<file path="config.mk">
export PLATFORM = sky130hd
export DESIGN_NAME = hgo_multi_seq
export DESIGN_NICKNAME = d
export VERILOG_FILES = /design/src/rtl/hgo_pkg.sv /design/src/rtl/hgo_next_ch.sv /design/src/rtl/hgo_multi_seq.sv
export SDC_FILE = /design/constraint.sdc
export NUM_CORES = 1
export LEC_CHECK = 0
export BUFFER_PORTS_ARGS = -buffer_cell sky130_fd_sc_hd__buf_2
export CAP_MARGIN = 20
export CORE_AREA = 2 2 275 277
export DETAILED_ROUTE_END_ITERATION = 7
export DIE_AREA = 0 0 277 279
export GPL_ROUTABILITY_DRIVEN = 0
export SYNTH_ARGS = -nofsm -noshare
export SYNTH_HDL_FRONTEND = slang
export SYNTH_SLANG_ARGS = --single-unit
</file>
<file path="constraint.sdc">
create_clock -name clk -period 2.1 [get_ports clk]
set_input_delay 0.525 -clock clk [delete_from_list [all_inputs] [get_ports clk]]
set_output_delay 0.525 -clock clk [all_outputs]
set_load 0.005 [all_outputs]
</file>
<file path="src/rtl/hgo_pkg.sv">
// hgo_pkg: shared definitions for the multi-channel PUF run sequencer.
//   state_t        sequencer state encoding
//   STAT_*         bit positions inside o_stat
//   NCH_MAX        largest supported channel count
//   CNT_MAX        saturation value of the capture counter
package hgo_pkg;

    typedef enum logic [2:0] {
        S_IDLE,
        S_LAUNCH,
        S_WAIT,
        S_CAPT,
        S_HOLD,
        S_NEXT,
        S_FINISH
    } state_t;

    localparam int STAT_TOUT_LSB = 0;
    localparam int STAT_CNT_LSB  = 8;
    localparam int STAT_EMPTY    = 15;
    localparam int NCH_MAX       = 8;
    localparam logic [6:0] CNT_MAX = 7'd127;

endpackage

</file>
<file path="src/rtl/hgo_next_ch.sv">
// hgo_next_ch: combinational finder for the next enabled channel.
//   mask  in   NCH  channel enable bits
//   idx   in   3    reference channel index
//   incl  in   1    1: idx itself may be returned; 0: only bits strictly above idx
//   nxt   out  3    lowest qualifying set bit
//   none  out  1    no qualifying bit exists (nxt is 0)
module hgo_next_ch
    import hgo_pkg::*;
#(
    parameter int NCH = 4
) (
    input  logic [NCH-1:0] mask,
    input  logic [2:0]     idx,
    input  logic           incl,
    output logic [2:0]     nxt,
    output logic           none
);

    // Scan from the top down so the lowest qualifying bit is the last one written.
    always_comb begin
        nxt  = '0;
        none = 1'b1;
        for (int k = NCH - 1; k >= 0; k--) begin
            if (mask[k] && ((k > int'(idx)) || (incl && (k == int'(idx))))) begin
                nxt  = 3'(k);
                none = 1'b0;
            end
        end
    end

endmodule

</file>
<file path="src/rtl/hgo_multi_seq.sv">
// hgo_multi_seq: multi-channel PUF run sequencer between the JTAG test
// register file and NCH puf cores. A rising edge on i_go launches every
// enabled channel in ascending order, i_rpt+1 times each, captures each auth
// word and hands it to JTAG with a vld/ack handshake.
//
// Build option: define HGO_SEQ_TOUT_EN to build the per-launch timeout
// counter (i_tout, stat[7:0]). Without it WAIT waits indefinitely, i_tout is
// unused and stat[7:0] reads 0.
//
// Ports:
//   clk, rst       clock, synchronous active-high reset
//   i_go           run request level; rising edge starts a run when idle
//   i_ch_mask      channel enables        (latched at start)
//   i_rpt          repeats per channel - 1 (latched at start)
//   i_tout         timeout cycles, 0=none (latched at start)
//   o_ch_go        one-hot 1-cycle launch pulse
//   i_ch_done      per-channel completion
//   i_ch_auth      auth words, channel k at [k*AUTH_W +: AUTH_W]
//   o_auth/_ch/_vld captured word, its channel, valid (held until ack)
//   i_auth_ack     JTAG consumed the word
//   o_save         1-cycle pulse per capture
//   o_done         run complete (held until next accepted go)
//   o_busy         run in progress
//   o_stat         [7:0] timeout flags, [14:8] capture count (sat), [15] empty mask
module hgo_multi_seq
    import hgo_pkg::*;
#(
    parameter int NCH    = 4,
    parameter int AUTH_W = 128,
    parameter int RPT_W  = 4,
    parameter int TOUT_W = 16
) (
    input  logic                  clk,
    input  logic                  rst,
    input  logic                  i_go,
    input  logic [NCH-1:0]        i_ch_mask,
    input  logic [RPT_W-1:0]      i_rpt,
    input  logic [TOUT_W-1:0]     i_tout,
    output logic [NCH-1:0]        o_ch_go,
    input  logic [NCH-1:0]        i_ch_done,
    input  logic [NCH*AUTH_W-1:0] i_ch_auth,
    output logic [AUTH_W-1:0]     o_auth,
    output logic [2:0]            o_auth_ch,
    output logic                  o_auth_vld,
    input  logic                  i_auth_ack,
    output logic                  o_save,
    output logic                  o_done,
    output logic                  o_busy,
    output logic [15:0]           o_stat
);

    state_t               state;
    logic                 go_q;
    logic [NCH-1:0]       mask_q;
    logic [RPT_W-1:0]     rpt_q;
    logic [RPT_W-1:0]     rpt_left;
    logic [2:0]           ch;
    logic [NCH_MAX-1:0]   tout_flags;
    logic [6:0]           cap_cnt;
    logic                 empty_q;
    logic                 tout_hit;

    logic                 go_edge;
    logic                 done_sel;
    logic [AUTH_W-1:0]    auth_sel;
    logic [NCH-1:0]       ch_onehot;
    logic [NCH-1:0]       find_mask;
    logic [2:0]           nxt;
    logic                 nxt_none;

    assign go_edge = i_go & ~go_q;

    // In IDLE the finder looks at the live mask (lowest bit, inclusive);
    // in NEXT it looks above the current channel in the latched mask.
    assign find_mask = (state == S_IDLE) ? i_ch_mask : mask_q;

    hgo_next_ch #(.NCH(NCH)) u_next_ch (
        .mask (find_mask),
        .idx  ((state == S_IDLE) ? 3'd0 : ch),
        .incl (state == S_IDLE),
        .nxt  (nxt),
        .none (nxt_none)
    );

    // Per-channel selection by loop keeps index widths exact for any NCH.
    always_comb begin
        done_sel  = 1'b0;
        auth_sel  = '0;
        ch_onehot = '0;
        for (int k = 0; k < NCH; k++) begin
            if (int'(ch) == k) begin
                done_sel     = i_ch_done[k];
                auth_sel     = i_ch_auth[k*AUTH_W +: AUTH_W];
                ch_onehot[k] = 1'b1;
            end
        end
    end

`ifdef HGO_SEQ_TOUT_EN
    logic [TOUT_W-1:0] tout_q;
    logic [TOUT_W-1:0] tcnt;

    assign tout_hit = (tout_q != '0) && (tcnt == tout_q - TOUT_W'(1));

    always_ff @(posedge clk) begin
        if (rst) begin
            tout_q <= '0;
            tcnt   <= '0;
        end else begin
            if ((state == S_IDLE) && go_edge)
                tout_q <= i_tout;
            if (state == S_LAUNCH)
                tcnt <= '0;
            else if (state == S_WAIT)
                tcnt <= tcnt + TOUT_W'(1);
        end
    end
`else
    logic unused_tout;
    assign unused_tout = ^i_tout;
    assign tout_hit    = 1'b0;
`endif

    always_ff @(posedge clk) begin
        if (rst) begin
            state      <= S_IDLE;
            go_q       <= 1'b1;   // a go held through reset must not look like an edge
            mask_q     <= '0;
            rpt_q      <= '0;
            rpt_left   <= '0;
            ch         <= '0;
            tout_flags <= '0;
            cap_cnt    <= '0;
            empty_q    <= 1'b0;
            o_ch_go    <= '0;
            o_auth     <= '0;
            o_auth_ch  <= '0;
            o_auth_vld <= 1'b0;
            o_save     <= 1'b0;
            o_done     <= 1'b0;
            o_busy     <= 1'b0;
        end else begin
            go_q    <= i_go;
            o_ch_go <= '0;
            o_save  <= 1'b0;
            case (state)
                S_IDLE: begin
                    if (go_edge) begin
                        mask_q     <= i_ch_mask;
                        rpt_q      <= i_rpt;
                        rpt_left   <= i_rpt;
                        tout_flags <= '0;
                        cap_cnt    <= '0;
                        empty_q    <= 1'b0;
                        o_done     <= 1'b0;
                        o_busy     <= 1'b1;
                        if (i_ch_mask == '0) begin
                            empty_q <= 1'b1;
                            state   <= S_FINISH;
                        end else begin
                            ch    <= nxt;
                            state <= S_LAUNCH;
                        end
                    end
                end
                S_LAUNCH: begin
                    o_ch_go <= ch_onehot;
                    state   <= S_WAIT;
                end
                S_WAIT: begin
                    // done takes priority over a timeout in the same cycle
                    if (done_sel) begin
                        state <= S_CAPT;
                    end else if (tout_hit) begin
                        tout_flags[ch] <= 1'b1;
                        state          <= S_NEXT;
                    end
                end
                S_CAPT: begin
                    o_auth     <= auth_sel;
                    o_auth_ch  <= ch;
                    o_auth_vld <= 1'b1;
                    o_save     <= 1'b1;
                    if (cap_cnt != CNT_MAX)
                        cap_cnt <= cap_cnt + 7'd1;
                    state <= S_HOLD;
                end
                S_HOLD: begin
                    if (i_auth_ack) begin
                        o_auth_vld <= 1'b0;
                        state      <= S_NEXT;
                    end
                end
                S_NEXT: begin
                    if (rpt_left != '0) begin
                        rpt_left <= rpt_left - RPT_W'(1);
                        state    <= S_LAUNCH;
                    end else if (nxt_none) begin
                        state <= S_FINISH;
                    end else begin
                        ch       <= nxt;
                        rpt_left <= rpt_q;
                        state    <= S_LAUNCH;
                    end
                end
                S_FINISH: begin
                    o_busy <= 1'b0;
                    o_done <= 1'b1;
                    state  <= S_IDLE;
                end
                default: state <= S_IDLE;
            endcase
        end
    end

    always_comb begin
        o_stat = '0;
        o_stat[STAT_TOUT_LSB +: NCH_MAX] = tout_flags;
        o_stat[STAT_CNT_LSB +: 7]        = cap_cnt;
        o_stat[STAT_EMPTY]               = empty_q;
    end

endmodule

</file>
==> flow_summary_export.csv, run 1 <==
group,metric,value,unit
outcome,status,"finished clean",
detailed_routing,num_vias,10139,
logic_synthesis,synth_edf_count,0,
detailed_routing,final_antenna_net_count,0,
worst_setup_path,endpoint_kind,"register",
detailed_routing,viasPerCell,3.91,
run,max_cap_violations,0,
floorplan,ios,699,
cts,clk_path_buf_depth,2,
cts,cts_root_buffer,"clkbuf_16",
cts,cts_num_sinks,163,
floorplan,chipHeight,279,um
pwr,cellPowerDensity,544,nW/um^2
detailed_routing,drtIter0Drc,476,
grt,grt.overflow.total,0,
pwr,p_total,7.97,mW
worst_setup_path,slowest_delay,530,ps
floorplan,die_w,277,um
cells_and_area,fin_nets,2152,
worst_setup_path,crit_path_max_fanout,28,
logic_synthesis,synth-seq-area-share,35.2,%
cells_and_area,fillers,8209,
cts,post_cts.repair.setup_buffers,0,
floorplan,dieArea,77300,sq um
sta,setup_viol,0,
cells_and_area,multi_input_area,5520,sq um
worst_setup_path,cp-start-kind,"register",
logic_synthesis,synth.largest_area_cell,"dfxtp_1",
logic_synthesis,synth_commonest_cells,"nand2_1 (291), dfxtp_1 (163), a21oi_1 (151)",
sta,slew_viol_final,0,
worst_setup_path,slowest_stage,"mux4_2",
logic_synthesis,dominantRegCellSynth,"dfxtp_1",
logic_synthesis,synthTopCellsByArea,"dfxtp_1 (35%), mux4_2 (31%), nand2_1 (12%)",
logic_synthesis,syn-cell-area,9270,sq um
cells_and_area,register_area,3270,sq um
cells_and_area,postLayoutCoreUtil,19.8,%
detailed_routing,wl_per_cell,16.8,um
worst_setup_path,crit_arrival,2190,ps
min_path,hold_path.class,"in2reg",
cells_and_area,area_growth,58.2,%
detailed_routing,drc,0,
grt,grt_pass1_vias,10238,
logic_synthesis,synthDistinctLibCells,56,
sta,hold_ws,246,ps
place,place_area,14100,sq um
floorplan,num_rows,100,
cts,cts.repair.resized,0,
grt,antenna_found_initial,14,
detailed_routing,wirelength,43500,um
detailed_routing,drt_first_pass_iters,5,
logic_synthesis,synth_top_area_share,35.2,%
logic_synthesis,netlist_instances,941,
grt,grt_pass1_wl,62300,um
place,hpwl,36400,um
pwr,ir_drop,409,uV
sta,period_minus_slack,1850,ps
floorplan,start_util,12.5,%
logic_synthesis,synth-seq-cells,163,
grt,grt.total_usage,11.0,%
sta,fmaxAchievable,540,MHz
sta,finalCritPeriodShare,88.1,%
worst_setup_path,required,2440,ps
sta,setup_slack,249,ps
logic_synthesis,ys.warnings.count,0,
cts,cts_buffers,17,
logic_synthesis,yosysMostFrequentCell,"nand2_1",
sta,rsz0062_at_grt,"no",
cts,cts_tree,"done",
place,portBuffers,673,
logic_synthesis,async_reset_ff_share,0,%
cts,ctsHoldBuffers,0,
cells_and_area,final_layout_size_suffix_gt1_share,56.1,%
pwr,p_leak,6.08,nW
cts,path_clk_slew,80,ps
place,dp_slack,230,ps
worst_setup_path,path_cells,"buf_12 > buf_12 > mux4_2 > nand2_1 > a21oi_1",
place,placed_cells,2556,
logic_synthesis,syn_area_per_cell,9.85,sq um
worst_setup_path,cpMostUsedCell,"buf_12",
sta,setup_tns,0,ps
worst_setup_path,worstSetupPathType,"reg2reg",
sta,finClkSkew,11.6,ps
grt,grt_max_degree,74,
sta,finalHoldViolations,0,
cts,clock_latency,470,ps
cts,htree_num_levels,4,
cells_and_area,final_cell_count_no_fill,2594,
cells_and_area,fin_area,14700,sq um
floorplan,core,74100,sq um
==> registers in the layout (all words and copies together) (netlist names) <==
| register | count |
|---|---|
| cap_cnt | 7 |
| ch | 2 |
| empty_q | 1 |
| go_q | 1 |
| mask_q | 3 |
| o_auth | 128 |
| o_auth_ch | 2 |
| o_auth_vld | 1 |
| o_busy | 1 |
| o_ch_go | 4 |
| o_done | 1 |
| o_save | 1 |
| rpt_left | 4 |
| rpt_q | 4 |
| state | 3 |
==> power breakdown <==
| group | internal (mW) | switching (mW) |
|---|---|---|
| Combinational | 0.922 | 0.651 |
| Sequential | 3.13 | 0.0399 |
| Clock | 1.66 | 1.57 |
==> cell type report <==
| cell class | instances | area share (%) |
|---|---|---|
| Clock buffer | 17 | 2.90 |
| Timing Repair Buffer | 732 | 27.5 |
| Multi-Input combinational cell | 683 | 37.6 |
| Antenna cell | 6 | 0.102 |
| Inverter | 9 | 0.230 |
| Clock inverter | 15 | 1.06 |
| Tap cell | 969 | 8.27 |
| Sequential cell | 163 | 22.3 |
==> layout by cell type (no fill, tap or decap), drive strengths merged, types with 2 or more instances in the layout <==
master	instances
nand2b	3
o21ai	8
o41ai	2
a31oi	3
diode	6
or2	2
a211oi	3
clkinvlp	5
and3	3
a21oi	151
a21o	2
inv	12
conb	9
a221oi	2
nor3	8
dfxtp	163
nor2b	5
nor2	16
nand2	291
and3b	2
ha	2
nor3b	2
clkinv	6
mux4	129
nor4	3
buf	732
clkbuf	17
a21boi	2
nand3	12
and2	2
o211ai	4
nand3b	2
xnor2	4
==> path summary, 6_finish.rpt <==
check                                start                       end  slack, ps  cells after the start
setup / recovery        ch[0]$_SDFFE_PP0P_   o_auth[72]$_SDFFE_PP0P_        250                      5
hold / removal                        i_go           go_q$_SDFF_PP1_        250                      2
setup reg to reg        ch[0]$_SDFFE_PP0P_   o_auth[72]$_SDFFE_PP0P_        250                      5
hold reg to reg   o_auth[125]$_SDFFE_PP0P_  o_auth[125]$_SDFFE_PP0P_        450                      2
==> cell families (layout without fill, tap and decap cells) <==
logic type / count (synthesis) / after routing / synth area share (%)
fa+ha+maj: 2 / 2 / 0.270
xor+xnor: 4 / 4 / 0.378
flops: 163 / 163 / 35.2
other cells: 1 / 15 / 0.0405
compound gates: 185 / 185 / 11.2
simple gates: 353 / 353 / 15.7
buf+inv: 103 / 773 / 5.66
mux: 130 / 130 / 31.5
==> critical path, delay by kind of cell, from the launching register on <==
kind,cells,cell delay [ps]
AOI/OAI and AO/OA,1,50
buffers and inverters,2,460
DFF,1,500
muxes,1,530
and+or+nand+nor,1,90
==> per-layer routing <==
| layer | wire (um) | share of wire [%] | global-route usage [%] | up-vias |
|---|---|---|---|---|
| met2 | 21000 | 48 | 18.7 | 540 |
| met5 | 43 | 0.099 | 0 | - |
| li1 | - | - | - | 4738 |
| met1 | 16100 | 37 | 11.5 | 4771 |
| met3 | 4310 | 9.9 | 4.59 | 84 |
| met4 | 1990 | 4.6 | 5.82 | 6 |
No activity file was read; power rests on OpenSTA's default activity.
==> run 2: changes to the inputs <==
Clock period 2.1 ns to 2.06 ns, I/O delays scaled along.
==> run 2 against run 1 <==
Critical path depth is the same. Global-route usage is essentially flat. Non-clock buffer count is 6 higher. Register-to-register slack is essentially flat. Combinational power barely moved. Hold slack gained 7.9 ps. Die area stayed put.
==> flow_summary_export.csv, run 2 (synthesis gave the netlist of run 1 again) <==
group,metric,value,unit
cells_and_area,mostFrequentLayoutCell,"buf_2",
place,place_area,14100,sq um
sta,finalHoldViolations,0,
grt,grt.overflow.total,0,
cts,post_cts.repair.setup_buffers,0,
floorplan,dieArea,77300,sq um
worst_setup_path,crit_end,"o_auth[72]$_SDFFE_PP0P_",
detailed_routing,num_vias,10181,
detailed_routing,wirelength,43800,um
pwr,p_total,8.28,mW
detailed_routing,drtIter0Drc,430,
worst_setup_path,cp-start-kind,"register",
cells_and_area,mostFrequentLayoutCells,"buf_2 (672), nand2_1 (291), dfxtp_1 (161)",
detailed_routing,drc,0,
pwr,p_leak,6.12,nW
cts,cts_num_sinks,163,
detailed_routing,drt_first_pass_iters,6,
worst_setup_path,required,2410,ps
sta,slew_viol_final,0,
cts,cts_root_buffer,"clkbuf_16",
cells_and_area,area_growth,58.6,%
worst_setup_path,path_depth,5,
place,hpwl,36700,um
sta,finClkSkew,13.5,ps
grt,grt_pass1_wl,62400,um
worst_setup_path,slowest_stage,"mux4_2",
floorplan,num_rows,100,
worst_setup_path,worstSetupPathType,"reg2reg",
cts,cts_buffers,17,
sta,fmaxAchievable,552,MHz
floorplan,ios,699,
cts,ctsHoldBuffers,0,
worst_setup_path,critPathBufInv,2,
detailed_routing,wl_per_cell,16.8,um
pwr,cellPowerDensity,564,nW/um^2
grt,grt_pass1_vias,10361,
cells_and_area,fin_nets,2158,
sta,setup_slack,248,ps
grt,grt.total_usage,11.0,%
cells_and_area,fin_area,14700,sq um
worst_setup_path,startpoint,"ch[0]$_SDFFE_PP0P_",
cells_and_area,final_layout_size_suffix_gt1_share,56.2,%
grt,grt_max_degree,58,
detailed_routing,final_antenna_net_count,0,
worst_setup_path,timing.rr.start,"ch[0]$_SDFFE_PP0P_",
place,portBuffers,673,
worst_setup_path,r2r_slack,250,ps
cells_and_area,largest_register_ffs,128,
cts,path_clk_slew,70,ps
worst_setup_path,r2r-end,"o_auth[72]$_SDFFE_PP0P_",
cells_and_area,fillers,8227,
floorplan,die_w,277,um
sta,setup_viol,0,
cells_and_area,regMostFlops,"o_auth",
cells_and_area,postLayoutCoreUtil,19.8,%
worst_setup_path,crit_path_max_fanout,25,
worst_setup_path,endpoint_kind,"register",
worst_setup_path,crit_arrival,2160,ps
worst_setup_path,path_cells,"buf_12 > buf_12 > mux4_2 > nand2_1 > a21oi_1",
min_path,hold_path.class,"in2reg",
cts,cts_tree,"done",
sta,rsz0062_at_grt,"no",
cts,clock_latency,470,ps
run,max_cap_violations,0,
sta,period_minus_slack,1810,ps
worst_setup_path,crit_family,"multiplexers",
cts,cts.repair.resized,0,
sta,setup_tns,0,ps
detailed_routing,viasPerCell,3.91,
grt,antenna_found_initial,15,
worst_setup_path,cpMostUsedCell,"buf_12",
cts,htree_num_levels,4,
outcome,status,"finished clean",
floorplan,core,74100,sq um
floorplan,start_util,12.5,%
sta,finalCritPeriodShare,88.0,%
worst_setup_path,slowest_delay,530,ps
floorplan,chipHeight,279,um
pwr,ir_drop,447,uV
cts,clk_path_buf_depth,2,
place,dp_slack,237,ps
worst_setup_path,r2r_cells,5,
cells_and_area,reg_top3,"o_auth: 128 flops, cap_cnt: 7 flops",
==> run 2: cell type report <==
type	instances	area, sq um	area share [%]
Multi-Input combinational cell	683	5520	37.6
Timing Repair Buffer	738	4030	27.4
Sequential cell	163	3270	22.3
Tap cell	969	1210	8.25
Clock buffer	17	425	2.90
Clock inverter	15	185	1.26
Inverter	9	33.8	0.230
Antenna cell	8	20.0	0.136
==> run 2: metal layers <==
metal / vias up / share of wire, % / GRT usage, %
met2: 544 / 50 / 19.1
li1: 4751 / - / -
met5: - / 0.098 / 0
met4: 6 / 4.2 / 6.23
met1: 4797 / 37 / 11.4
met3: 83 / 9.0 / 3.98
==> run 2: metrics by stage <==
| step | instances | hold WS, ps |
|---|---|---|
| after floorplan | 949 | 433 |
| after global placement | 2562 | 439 |
| after detailed placement | 2562 | 443 |
| after CTS | 2594 | 190 |
| after global routing | 2600 | 208 |
| final | 2602 | 254 |
==> run 2: power by group <==
group | internal (mW) | total, mW | leakage, nW | switching [mW]
Clock | 1.84 | 3.45 | 0.290 | 1.61
Sequential | 3.19 | 3.23 | 1.32 | 0.0442
Combinational | 0.936 | 1.59 | 4.51 | 0.657
Total | 5.96 | 8.28 | 6.12 | 2.32
==> run 2: worst min-delay path by stage <==
stage	start	to	slack (ps)	cells after the start
2_1_floorplan	rpt_q[2]$_SDFFE_PP0P_	rpt_q[2]$_SDFFE_PP0P_	430	2
3_3_place_gp	o_auth[54]$_SDFFE_PP0P_	o_auth[54]$_SDFFE_PP0P_	440	2
3_5_place_dp	o_auth[119]$_SDFFE_PP0P_	o_auth[119]$_SDFFE_PP0P_	440	2
4_1_cts	i_go	go_q$_SDFF_PP1_	190	2
5_1_grt	i_go	go_q$_SDFF_PP1_	210	2
6_report	i_go	go_q$_SDFF_PP1_	250	2
==> run 3: changes to the inputs <==
Settings changed: CORE_AREA 2 2 275 277 to 2 2 272 274, CTS_BUF_LIST set to sky130_fd_sc_hd__clkbuf_4 sky130_fd_sc_hd__clkbuf_8, DIE_AREA 0 0 277 279 to 0 0 274 276.
==> run 3 against run 2 <==
Combinational power about the same. Critical path depth decreased by 1. Clock skew rose by 8.8 ps. Flip-flop and latch count did not move. Non-clock buffer count down 11. Sequential power about the same. First-iteration DRC count shrank 0.23%. Global-route usage down 0.065 points. Critical endpoint is now o_auth[2]$_SDFFE_PP0P_. Largest cell class unchanged.
==> flow_summary_export.csv, run 3 (synthesis gave the netlist of run 1 again) <==
group,metric,value,unit
outcome,status,"finished clean",
grt,grt_pass1_wl,60600,um
worst_setup_path,timing.rr.start,"ch[1]$_SDFFE_PP0P_",
cells_and_area,mostFrequentLayoutCell,"buf_2",
cells_and_area,fin_nets,2147,
detailed_routing,wl_per_cell,16.7,um
worst_setup_path,crit_arrival,2210,ps
worst_setup_path,r2r-end,"o_auth[2]$_SDFFE_PP0P_",
grt,grt_max_degree,125,
place,hpwl,35800,um
detailed_routing,drtIter0Drc,429,
sta,finalHoldViolations,0,
grt,grt_pass1_vias,10225,
detailed_routing,drc,0,
detailed_routing,num_vias,10092,
grt,grt.total_usage,10.9,%
pwr,ir_drop,224,uV
floorplan,chipHeight,276,um
cts,cts.repair.resized,0,
cts,cts_root_buffer,"clkbuf_8",
floorplan,core,72600,sq um
cts,clk_path_buf_depth,2,
cells_and_area,regMostFlops,"o_auth",
worst_setup_path,crit_path_max_fanout,44,
detailed_routing,wirelength,43000,um
sta,relSlewSlack,58.1,%
place,dp_slack,265,ps
cells_and_area,largest_register_ffs,128,
grt,grt.overflow.total,0,
sta,rsz0062_at_grt,"no",
cts,cts_buffers,17,
sta,setup_viol,0,
floorplan,die_w,274,um
cts,cts_num_sinks,163,
worst_setup_path,cp-start-kind,"register",
floorplan,num_rows,99,
pwr,cellPowerDensity,510,nW/um^2
cts,ctsHoldBuffers,0,
cts,cts_tree,"done",
min_path,hold_depth,2,
detailed_routing,final_antenna_net_count,0,
cts,clock_latency,530,ps
sta,tightest_slew,628,ps
worst_setup_path,worstSetupPathType,"reg2reg",
detailed_routing,drt_first_pass_iters,5,
sta,setup_tns,0,ps
sta,slew_viol_final,0,
sta,finalCritPeriodShare,88.1,%
worst_setup_path,r2r_slack,250,ps
detailed_routing,viasPerCell,3.91,
worst_setup_path,r2r_cells,4,
min_path,worstHoldStart,"i_go",
cells_and_area,final_layout_size_suffix_gt1_share,55.9,%
sta,setup_slack,246,ps
cts,htree_num_levels,4,
cells_and_area,reg_top3,"o_auth: 128 flops, cap_cnt: 7 flops",
place,portBuffers,673,
sta,fmaxAchievable,551,MHz
floorplan,start_util,12.8,%
min_path,hold_path.class,"in2reg",
pwr,p_leak,5.97,nW
grt,antenna_found_initial,7,
run,max_cap_violations,0,
worst_setup_path,required,2460,ps
cts,path_clk_slew,120,ps
cells_and_area,mostFrequentLayoutCells,"buf_2 (672), nand2_1 (291), dfxtp_1 (161)",
cells_and_area,area_growth,55.5,%
min_path,min_to,"go_q$_SDFF_PP1_",
sta,finClkSkew,22.2,ps
floorplan,dieArea,75600,sq um
floorplan,ios,699,
worst_setup_path,endpoint_kind,"register",
cts,post_cts.repair.setup_buffers,0,
sta,period_minus_slack,1810,ps
==> run 3: worst max path at each step <==
| stage | endpoint | slack, ps | startpoint | cells after the start |
|---|---|---|---|---|
| 2_1_floorplan | rpt_left[2]$_SDFFE_PP0P_ | 370 | rpt_left[0]$_SDFFE_PP0P_ | 6 |
| 5_1_grt | o_auth[2]$_SDFFE_PP0P_ | 140 | ch[1]$_SDFFE_PP0P_ | 4 |
| 3_3_place_gp | o_auth[2]$_SDFFE_PP0P_ | 270 | ch[1]$_SDFFE_PP0P_ | 4 |
| 4_1_cts | o_auth[2]$_SDFFE_PP0P_ | 240 | ch[1]$_SDFFE_PP0P_ | 4 |
| 3_5_place_dp | o_auth[2]$_SDFFE_PP0P_ | 270 | ch[1]$_SDFFE_PP0P_ | 4 |
| 6_report | o_auth[2]$_SDFFE_PP0P_ | 250 | ch[1]$_SDFFE_PP0P_ | 4 |
==> run 3: layout make-up <==
cell class | count | area [sq um]
diodes | 5 | 12.5
inverters | 9 | 33.8
multi-input cells | 683 | 5520
clock buffers | 17 | 234
fillers | 8149 | 58200
well taps | 959 | 1200
repair buffers | 727 | 3980
clock inverters | 15 | 160
flip-flops and latches | 163 | 3270
==> run 3: through the flow <==
step,cell area (sq um),std cells,hold slack (ps),power [mW],utilization [%]
after floorplan,9300,949,433,4.11,-
final,14400,2578,203,7.35,19.9
after detailed placement,14000,2541,443,4.90,19.3
after global routing,14400,2577,132,7.80,19.9
after global placement,14000,2541,439,4.88,19.3
after CTS,14400,2573,92.2,7.60,19.8
==> run 3: worst max-delay path, cell delays in order (launching register included) <==
cell     delay (ps)
dfxtp_4         490
buf_4           510
mux4_2          440
nand2_1          90
a21oi_1          50
==> run 3: metal layers <==
layer  up-vias  share of wire (%)  track usage, %
li1       4715                  -               -
met1      4769                 37            11.5
met2       548                 50            19.6
met3        58                9.5            3.42
met4         2                3.6            4.95
met5         -              0.030               0
==> run 3: power by group <==
group,internal (mW),switching [mW],total (mW)
logic,0.923,0.667,1.59
clock network,1.01,1.52,2.53
registers,3.19,0.0335,3.22
